File: src/rtl/gbt_xu5_link_pkg.sv
// Shared definitions for the XU5 GBT-style link: frame geometry, header,
// aligner state encoding and the frame check function.
package gbt_xu5_link_pkg;

  localparam int GBT_FRAME_W = 120;
  localparam int GBT_DATA_W  = 84;
  localparam logic [3:0] GBT_HEADER = 4'b0101;

  typedef enum logic [1:0] {
    ST_IDLE   = 2'd0,
    ST_SEARCH = 2'd1,
    ST_VERIFY = 2'd2,
    ST_LOCKED = 2'd3
  } gbt_state_t;

  function automatic logic [31:0] gbt_chk(input logic [GBT_DATA_W-1:0] d);
    return d[83:52] ^ d[51:20] ^ {d[19:0], 12'h000};
  endfunction

endpackage

File: src/rtl/gbt_xu5_rx_aligner.sv
// Receive path: registers the transceiver word, rotates it by the current slip,
// hunts for header+check alignment, then delivers payloads while locked.
module gbt_xu5_rx_aligner
  import gbt_xu5_link_pkg::*;
#(
  parameter int LOCK_FRAMES   = 16,
  parameter int UNLOCK_ERRORS = 4,
  parameter int SLIP_WAIT     = 2
) (
  input  logic                   clk,
  input  logic                   rst,
  input  logic                   los,
  input  logic                   bitslip_reset,
  input  logic [GBT_FRAME_W-1:0] rx_frame,
  output logic [GBT_DATA_W-1:0]  data_received,
  output logic                   rx_valid,
  output logic                   link_ready,
  output logic [15:0]            rx_error_cnt,
  output logic [6:0]             slip,
  output gbt_state_t             state
);

  localparam logic [15:0] LOCK_N   = 16'(LOCK_FRAMES);
  localparam logic [15:0] UNLOCK_N = 16'(UNLOCK_ERRORS);
  localparam logic [7:0]  WAIT_N   = 8'(SLIP_WAIT);
  localparam logic [6:0]  SLIP_MAX = 7'd119;

  function automatic logic [15:0] sat_inc16(input logic [15:0] v);
    return (v == 16'hFFFF) ? v : v + 16'd1;
  endfunction

  function automatic logic [6:0] slip_inc(input logic [6:0] s);
    return (s == SLIP_MAX) ? 7'd0 : s + 7'd1;
  endfunction

  function automatic logic [GBT_FRAME_W-1:0] rotl(input logic [GBT_FRAME_W-1:0] f,
                                                  input logic [6:0] s);
    logic [2*GBT_FRAME_W-1:0] dbl;
    dbl = {f, f} << s;
    return dbl[2*GBT_FRAME_W-1:GBT_FRAME_W];
  endfunction

  logic [GBT_FRAME_W-1:0] rx_q_p1;
  logic [GBT_FRAME_W-1:0] aligned_p2;
  logic                   good_p2;

  logic [7:0]  wait_cnt, wait_nx;
  logic [15:0] good_cnt, good_nx;
  logic [15:0] bad_cnt, bad_nx;
  logic [15:0] err_nx;
  logic [6:0]  slip_nx;
  logic [GBT_DATA_W-1:0] data_nx;
  logic        vld_nx, ready_nx;
  gbt_state_t  state_nx;

  // Stage 1: capture raw transceiver word
  always_ff @(posedge clk or posedge rst) begin
    if (rst) rx_q_p1 <= '0;
    else     rx_q_p1 <= rx_frame;
  end

  // Stage 2: rotate by current slip and qualify the frame
  assign aligned_p2 = rotl(rx_q_p1, slip);
  assign good_p2    = (aligned_p2[119:116] == GBT_HEADER) &&
                      (aligned_p2[31:0] == gbt_chk(aligned_p2[115:32]));

  always_comb begin
    state_nx = state;
    slip_nx  = slip;
    wait_nx  = wait_cnt;
    good_nx  = good_cnt;
    bad_nx   = bad_cnt;
    err_nx   = rx_error_cnt;
    data_nx  = data_received;
    vld_nx   = 1'b0;
    ready_nx = link_ready;
    // Loss of light or a slip restart overrides every state.
    if (los || bitslip_reset) begin
      state_nx = ST_IDLE;
      slip_nx  = '0;
      wait_nx  = '0;
      good_nx  = '0;
      bad_nx   = '0;
      err_nx   = '0;
      ready_nx = 1'b0;
    end else begin
      case (state)
        ST_IDLE: state_nx = ST_SEARCH;
        ST_SEARCH: begin
          if (wait_cnt != 8'd0) begin
            wait_nx = wait_cnt - 8'd1;
          end else if (good_p2) begin
            good_nx = 16'd1;
            if (LOCK_N <= 16'd1) begin
              state_nx = ST_LOCKED;
              ready_nx = 1'b1;
              bad_nx   = '0;
            end else begin
              state_nx = ST_VERIFY;
            end
          end else begin
            slip_nx = slip_inc(slip);
            wait_nx = WAIT_N;
          end
        end
        ST_VERIFY: begin
          if (good_p2) begin
            good_nx = good_cnt + 16'd1;
            if (good_cnt + 16'd1 >= LOCK_N) begin
              state_nx = ST_LOCKED;
              ready_nx = 1'b1;
              bad_nx   = '0;
            end
          end else begin
            state_nx = ST_SEARCH;
            slip_nx  = slip_inc(slip);
            wait_nx  = WAIT_N;
            good_nx  = '0;
          end
        end
        ST_LOCKED: begin
          if (good_p2) begin
            data_nx = aligned_p2[115:32];
            vld_nx  = 1'b1;
            bad_nx  = '0;
          end else begin
            bad_nx = bad_cnt + 16'd1;
            err_nx = sat_inc16(rx_error_cnt);
            if (bad_cnt + 16'd1 >= UNLOCK_N) begin
              state_nx = ST_SEARCH;
              ready_nx = 1'b0;
              bad_nx   = '0;
              good_nx  = '0;
              wait_nx  = '0;
            end
          end
        end
        default: state_nx = ST_IDLE;
      endcase
    end
  end

  // Stage 3: aligner state, counters and delivered payload
  always_ff @(posedge clk or posedge rst) begin
    if (rst) begin
      state         <= ST_IDLE;
      slip          <= '0;
      wait_cnt      <= '0;
      good_cnt      <= '0;
      bad_cnt       <= '0;
      rx_error_cnt  <= '0;
      data_received <= '0;
      rx_valid      <= 1'b0;
      link_ready    <= 1'b0;
    end else begin
      state         <= state_nx;
      slip          <= slip_nx;
      wait_cnt      <= wait_nx;
      good_cnt      <= good_nx;
      bad_cnt       <= bad_nx;
      rx_error_cnt  <= err_nx;
      data_received <= data_nx;
      rx_valid      <= vld_nx;
      link_ready    <= ready_nx;
    end
  end

endmodule

File: src/rtl/gbt_xu5_link.sv
// GBT-style link layer for the XU5 SFP1 channel: inline TX frame encoder plus
// the receive aligner; debug observability gated by DEBUG.
module gbt_xu5_link
  import gbt_xu5_link_pkg::*;
#(
  parameter int DEBUG         = 0,
  parameter int LOCK_FRAMES   = 16,
  parameter int UNLOCK_ERRORS = 4,
  parameter int SLIP_WAIT     = 2
) (
  input  logic                   clk,
  input  logic                   rst,
  input  logic                   sfp1_los_i,
  input  logic                   bitslip_reset_i,
  input  logic [GBT_DATA_W-1:0]  data_sent_i,
  output logic [GBT_FRAME_W-1:0] tx_frame_o,
  input  logic [GBT_FRAME_W-1:0] rx_frame_i,
  output logic [GBT_DATA_W-1:0]  data_received_o,
  output logic                   rx_valid_o,
  output logic                   link_ready_o,
  output logic [15:0]            rx_error_cnt_o,
  output logic [6:0]             rx_bitslip_o,
  output logic [1:0]             state_o
);

  logic [GBT_FRAME_W-1:0] tx_frame_p1;
  logic [6:0]             slip;
  gbt_state_t             state;

  // Stage 1: TX frame register; runs regardless of LOS
  always_ff @(posedge clk or posedge rst) begin
    if (rst) tx_frame_p1 <= '0;
    else     tx_frame_p1 <= {GBT_HEADER, data_sent_i, gbt_chk(data_sent_i)};
  end

  assign tx_frame_o = tx_frame_p1;

  gbt_xu5_rx_aligner #(
    .LOCK_FRAMES  (LOCK_FRAMES),
    .UNLOCK_ERRORS(UNLOCK_ERRORS),
    .SLIP_WAIT    (SLIP_WAIT)
  ) u_rx_aligner (
    .clk          (clk),
    .rst          (rst),
    .los          (sfp1_los_i),
    .bitslip_reset(bitslip_reset_i),
    .rx_frame     (rx_frame_i),
    .data_received(data_received_o),
    .rx_valid     (rx_valid_o),
    .link_ready   (link_ready_o),
    .rx_error_cnt (rx_error_cnt_o),
    .slip         (slip),
    .state        (state)
  );

  assign rx_bitslip_o = (DEBUG != 0) ? slip : 7'd0;
  assign state_o      = (DEBUG != 0) ? 2'(state) : 2'd0;

endmodule

File: config.mk
export PLATFORM = sky130hd
export DESIGN_NAME = gbt_xu5_link
export DESIGN_NICKNAME = d
export VERILOG_FILES = /design/src/rtl/gbt_xu5_link_pkg.sv /design/src/rtl/gbt_xu5_rx_aligner.sv /design/src/rtl/gbt_xu5_link.sv
export SDC_FILE = /design/constraint.sdc
export NUM_CORES = 1
export LEC_CHECK = 0
export CELL_PAD_IN_SITES_DETAIL_PLACEMENT = 0
export CELL_PAD_IN_SITES_GLOBAL_PLACEMENT = 2
export CORE_MARGIN = 10
export CORE_UTILIZATION = 36
export CTS_CLUSTER_SIZE = 8
export DETAILED_ROUTE_END_ITERATION = 8
export PLACE_DENSITY = 0.88
export SYNTH_ARGS = -nofsm -noshare
export SYNTH_HDL_FRONTEND = slang
export SYNTH_SLANG_ARGS = --single-unit
File: constraint.sdc
create_clock -name clk -period 18.47 [get_ports clk]
set_clock_uncertainty 0.1 [all_clocks]
set_input_delay 2.7705 -clock clk [delete_from_list [all_inputs] [get_ports clk]]
set_output_delay 2.7705 -clock clk [all_outputs]
set_load 0.01 [all_outputs]
# ---- Yosys cells after proc, flatten, opt, wreduce, memory -nomap -nowiden
# Cells that the tools add are included.
dict set report word_totals {
  reg_bits 388
  input_bits 208
  output_inout_bits 231
  wordCells 101
}
dict set report op_classes {
  n_addsub 5
  n_lt_le_gt_ge 2
  n_eq_ne 16
  shifts 1
  n_mux 45
  bitwise 5
  n_reduce_logical 16
}
# op n
set ops {}
lappend ops {{$mux 16} 15}
lappend ops {{$shl 240x7->240} 1}
lappend ops {{$xor 32x32->32} 4}
lappend ops {{$add 16x1->16 const B} 3}
lappend ops {{$pmux 16 s3} 1}
lappend ops {{$mux 8} 5}
lappend ops {{$eq 32x32->1} 1}
lappend ops {{$pmux 16 s2} 1}
lappend ops {{$mux 7} 4}
lappend ops {{$pmux 8 s3} 1}
lappend ops {{$eq 16x16->1 const B} 1}
lappend ops {{$ge 16x3->1 const B} 1}
lappend ops {{$ge 16x5->1 const B} 1}
lappend ops {{$reduce_and 5->1} 3}
lappend ops {{$mux 2} 7}
lappend ops {{$pmux 7 s2} 1}
lappend ops {{$ne 3x1->1 const B} 4}
lappend ops {{$reduce_and 3->1} 4}
lappend ops {{$mux 1} 8}
lappend ops {{$pmux 2 s4} 1}
lappend ops {{$reduce_bool 8->1} 1}
lappend ops {{$sub 8x1->8 const B} 1}
lappend ops {{$add 7x1->7 const B} 1}
lappend ops {{$eq 7x7->1 const B} 1}
lappend ops {{other kinds (17)} 19}

# ---- Longest topological paths before layout
dict set report logic_depth {
  ltp_word 9
  depth_mapped 21
  depth_no_buf 14
}

# ---- Cells and area by module
# A second synthesis with hierarchy kept.
dict set report hier_totals {
  hier_cells 2447
  hier_area_um2 28588.7
}
# module n_inst cells_each area_each_um2 seq_area_each_um2
set modules_own_cells {}
lappend modules_own_cells {gbt_xu5_rx_aligner 1 2283 24979.0 6781.5}
lappend modules_own_cells {gbt_xu5_link 1 164 3609.7 2927.8}

# ---- Worst setup path before layout
# Ideal clock, no wire load.
dict set report synth_timing {
  path_type {reg2reg}
  start {register u_rx_aligner.slip[0]}
  end {register u_rx_aligner.data_received[11]}
  setup_ps 125
  arrival_time_ps 4866
  t_required_ps 18245
  setup_slack_ps 13379
  stages_incl_launch_ff 18
  path_buffers 5
  synth_period_minus_slack_ps 5091
  path_cell_list {dfrtp_1 buf_6 buf_6 buf_2 mux4_2 mux4_2 mux2_2 or3_1 nand2_1 o311ai_1 a22oi_1 nand3_1 nor4b_1 nand4_4 or3_1 buf_6 buf_6 mux2_4}
}
dict set report synth_via {
  elab_chain_cells 6
  word_cells_on_any_way 7
  cone_classes {eq/ne: 2; shift: 1; bitwise: 2; reduce/logical: 2}
}
# item line_no
set synth_rtl {}
lappend synth_rtl {{start: declaration} gbt_xu5_rx_aligner.sv:19} ;# output logic [6:0] slip,
lappend synth_rtl {{start signal: assignment} gbt_xu5_rx_aligner.sv:157} ;# slip <= slip_nx;
lappend synth_rtl {{$shl 240x7->240 *} gbt_xu5_rx_aligner.sv:39} ;# dbl = {f, f} << s;
lappend synth_rtl {{$xor 32x32->32 (2 in series)} gbt_xu5_link_pkg.sv:17} ;# return d[83:52] ^ d[51:20] ^ {d[19:0], 12'h000};
lappend synth_rtl {{$eq 32x32->1} gbt_xu5_rx_aligner.sv:65} ;# (aligned_p2[31:0] == gbt_chk(aligned_p2[115:32]));
lappend synth_rtl {{$logic_and 1x1->1} gbt_xu5_rx_aligner.sv:64} ;# assign good_p2 = (aligned_p2[119:116] == GBT_HEADER) &&
lappend synth_rtl {{$reduce_and 3->1 (no source line)} -}
lappend synth_rtl {{end signal: assignment} gbt_xu5_rx_aligner.sv:162} ;# data_received <= data_nx;
lappend synth_rtl {{end: declaration} gbt_xu5_rx_aligner.sv:15} ;# output logic [GBT_DATA_W-1:0] data_received,
# Mark *: on every way between the ends. The rest lies on a longest branch, timed or not.
# A chain may end at the register's enable or synchronous reset.

# ---- Worst setup path in the final report
dict set report layout_timing {
  start {register u_rx_aligner.slip[0]}
  end {register u_rx_aligner.data_received[66]}
}
# The elaborated chain is that of the path after synthesis.

==> results.toml <==
[detailed_routing]
wirelength_mm = 123
antenna_left = 0
drc_errors = 0
vias_per_cell = 6.22
first_iter_violations = 2909
via_count = 24476
drtPass1Iterations = 5
wl_per_cell_um = 31.2

[global_route]
overflow = 0
grt_pass1_wl_mm = 176
gr-usage-all-layers_pct = 26.1
grt_max_degree = 157
antenna_found_initial = 5
grt_pass1_vias = 23934

[cells_and_area]
area_growth_syn_to_layout_pct = 23.0
final_nets = 3093
drive_gt1_share_pct = 17.9
layout.cells.non_filler = 3937

[floorplan]
core_area_um2 = 78700
ioPinCount = 439
die_area_um2 = 90900
die_x_um = 302
initial_core_util_pct = 36.2
die_y_um = 302
num_rows = 103

[synthesis]
synth_edf_count = 0
synth_area_leaders = "dfrtp_1 (34%), mux4_2 (20%), mux2i_1 (8.1%)"
postSynth.asyncResetShare_pct = 100
ys_warn_count = 0
synth.cell_area_um2 = 28500
avgSynthCellArea_um2 = 11.2
synth_top_area_share_pct = 34.0
ys_types = 93
yosys_register_bits = 388
synth_top_cell_by_area = "dfrtp_1"
synth_flop_cell = "dfrtp_1"
synthCells = 2537
seq_area_frac_synth_pct = 34.0

[clocking]
cts_setup_buffers = 0
cts_sinks = 388
cts_buffers = 56
cts_buffer_depth = 3
hold_buffers = 0
h-tree-depth = 2
clk_latency_ns = 0.63
cts_resized = 0
root_buffer = "clkbuf_16"
clk_pin_slew_ns = 0.05
cts_tree = "yes"

[worst_setup_path]
end_kind = "flop"
critPathSlowestCell = "dfrtp_4"
crit_required_ns = 18.86
critical_path.max_fanout = 139
worstPathArrival_ns = 8.25
path_cells = "buf_12, mux4_2, mux4_2, mux2i_1, inv_1, o21ai_0, o211ai_1, a21oi_1, o21ai_0, o2111a_1, nand3_1, or3_4, buf_4, mux2_4"
worstSetupPathType = "flop to flop"
crit_path_max_incr_delay_ns = 0.90
start_kind = "flop"

[sta]
hold_violations = 0
tightest_slew_ns = 1.25
relSlewSlack_pct = 16.4
setup_viol = 0
rsz0062_at_grt = "false"
fmax_mhz = 127
maxSlewViolCount = 0
holdWs_ns = 0.374
period_share_pct = 42.5
period_needed_ns = 7.85
setup-tns-final_ns = 0

[placement]
portBuffers = 427
dp.cells = 3865
dp_hpwl_mm = 96.6
gp_congestion = 1.04

[pwr]
powerDensity_nw_per_um2 = 76.9
p_leak_nw = 14.0
finalPower_mw = 2.70
vdd_drop_max_v = 0.0000733

[flow_run]
maxCapViolCount = 0

[run_status]
status = "complete, no violations"

[min_path]
hp-class = "flop to flop"
-- per-stage QoR --
| stage | util [%] | setup slack [ns] | cell area, µm² |
|---|---|---|---|
| floorplan | - | 4.82 | 28600 |
| global placement | 42.6 | 10.93 | 33500 |
| detailed placement | 42.6 | 10.82 | 33500 |
| CTS | 44.6 | 10.74 | 35100 |
| global route | 44.6 | 10.35 | 35100 |
| finish | 44.6 | 10.62 | 35100 |
-- state kept, by name (all words and copies together) (netlist names), 2 cells and up --
name,flops
tx_frame_o,117
u_rx_aligner.slip,7
u_rx_aligner.rx_error_cnt,16
u_rx_aligner.state,2
u_rx_aligner.bad_cnt,16
u_rx_aligner.wait_cnt,8
u_rx_aligner.good_cnt,16
u_rx_aligner.data_received,84
u_rx_aligner.rx_q_p1,120
-- worst max-delay path, delay by kind of cell, from the launching register on --
kind / cells / cell delay (ns)
and+or+nand+nor: 2 / 0.94
buffers and inverters: 3 / 1.74
AOI/OAI and AO/OA: 5 / 1.59
DFF: 1 / 0.90
muxes: 4 / 2.11
-- cell families (layout without fill, tap and decap cells) --
group,after synthesis,after routing,share of synthesized area [%]
muxes,599,599,33.5
and+or+nand+nor,589,589,9.76
AOI/OAI and AO/OA,514,514,12.1
DFF,388,388,34.0
buffers and inverters,233,571,3.95
xor gates and xnor gates,200,200,6.19
adders and majority gates,12,12,0.526
other,2,14,0.0263
-- cells in the final DEF (no fill, tap or decap), types with 23 or more instances in the layout --
| cell type | instances |
|---|---|
| nand2_1 | 253 |
| clkdlybuf4s50_1 | 427 |
| nor3_1 | 24 |
| nor2_1 | 111 |
| a21o_1 | 26 |
| dfrtp_1 | 381 |
| buf_4 | 35 |
| inv_1 | 30 |
| clkbuf_16 | 56 |
| mux2_2 | 59 |
| xnor2_1 | 134 |
| or3_1 | 26 |
| a22oi_1 | 23 |
| nand3_1 | 40 |
| xor2_1 | 65 |
| and2_1 | 30 |
| mux2_4 | 52 |
| o21ai_0 | 107 |
| o21ai_1 | 31 |
| mux4_2 | 255 |
| a21oi_1 | 97 |
| mux2i_1 | 230 |
-- final cells by class --
| type | instances | area (µm²) |
|---|---|---|
| antenna | 2 | 5.00 |
| clock buffer | 63 | 1440 |
| clock inverter | 7 | 138 |
| fill | 7255 | 43600 |
| inverter | 37 | 151 |
| multi-input combinational | 1926 | 17700 |
| sequential | 388 | 9730 |
| tap | 1050 | 1310 |
| timing repair buffer | 464 | 4580 |
-- final timing paths --
check / startpoint / to / slack, ns / cells after the start
setup / recovery: u_rx_aligner.slip[0]$_DFFE_PP0P_ / u_rx_aligner.data_received[66]$_DFFE_PP0P_ / 10.62 / 14
hold / removal: u_rx_aligner.data_received[69]$_DFFE_PP0P_ / u_rx_aligner.data_received[69]$_DFFE_PP0P_ / 0.37 / 2
setup reg to reg: u_rx_aligner.slip[0]$_DFFE_PP0P_ / u_rx_aligner.data_received[66]$_DFFE_PP0P_ / 10.62 / 14
hold reg to reg: u_rx_aligner.data_received[69]$_DFFE_PP0P_ / u_rx_aligner.data_received[69]$_DFFE_PP0P_ / 0.37 / 2
max in group asynchronous: rst / u_rx_aligner.rx_q_p1[73]$_DFF_PP0_ / 13.82 / 3
min in group asynchronous: rst / tx_frame_o[7]$_DFF_PP0_ / 2.68 / 2
-- where the power goes --
| part | internal, mW | switching [mW] |
|---|---|---|
| Clock | 0.557 | 0.382 |
| Sequential | 0.888 | 0.0466 |
| Combinational | 0.349 | 0.476 |
-- cells in the mapped netlist (all sizes together), types with 24 or more instances --
cell type,count
or3,27
inv,37
a21o,26
and2,31
mux2i,233
mux2,111
buf,102
xnor2,134
dfrtp,388
nor2,111
clkbuf,94
o21ai,139
a21oi,97
nor3,24
mux4,255
nand3,40
xor2,65
nand2,253
-- layer usage --
| layer | vias up | share of wire (%) | global-route usage [%] |
|---|---|---|---|
| met1 | 12299 | 42 | 36.5 |
| met3 | 316 | 10 | 7.03 |
| li1 | 10275 | - | - |
| met2 | 1580 | 43 | 37.8 |
| met5 | - | 0.032 | 0 |
| met4 | 6 | 4.6 | 10.2 |
No activity file was read; power rests on OpenSTA's default activity.
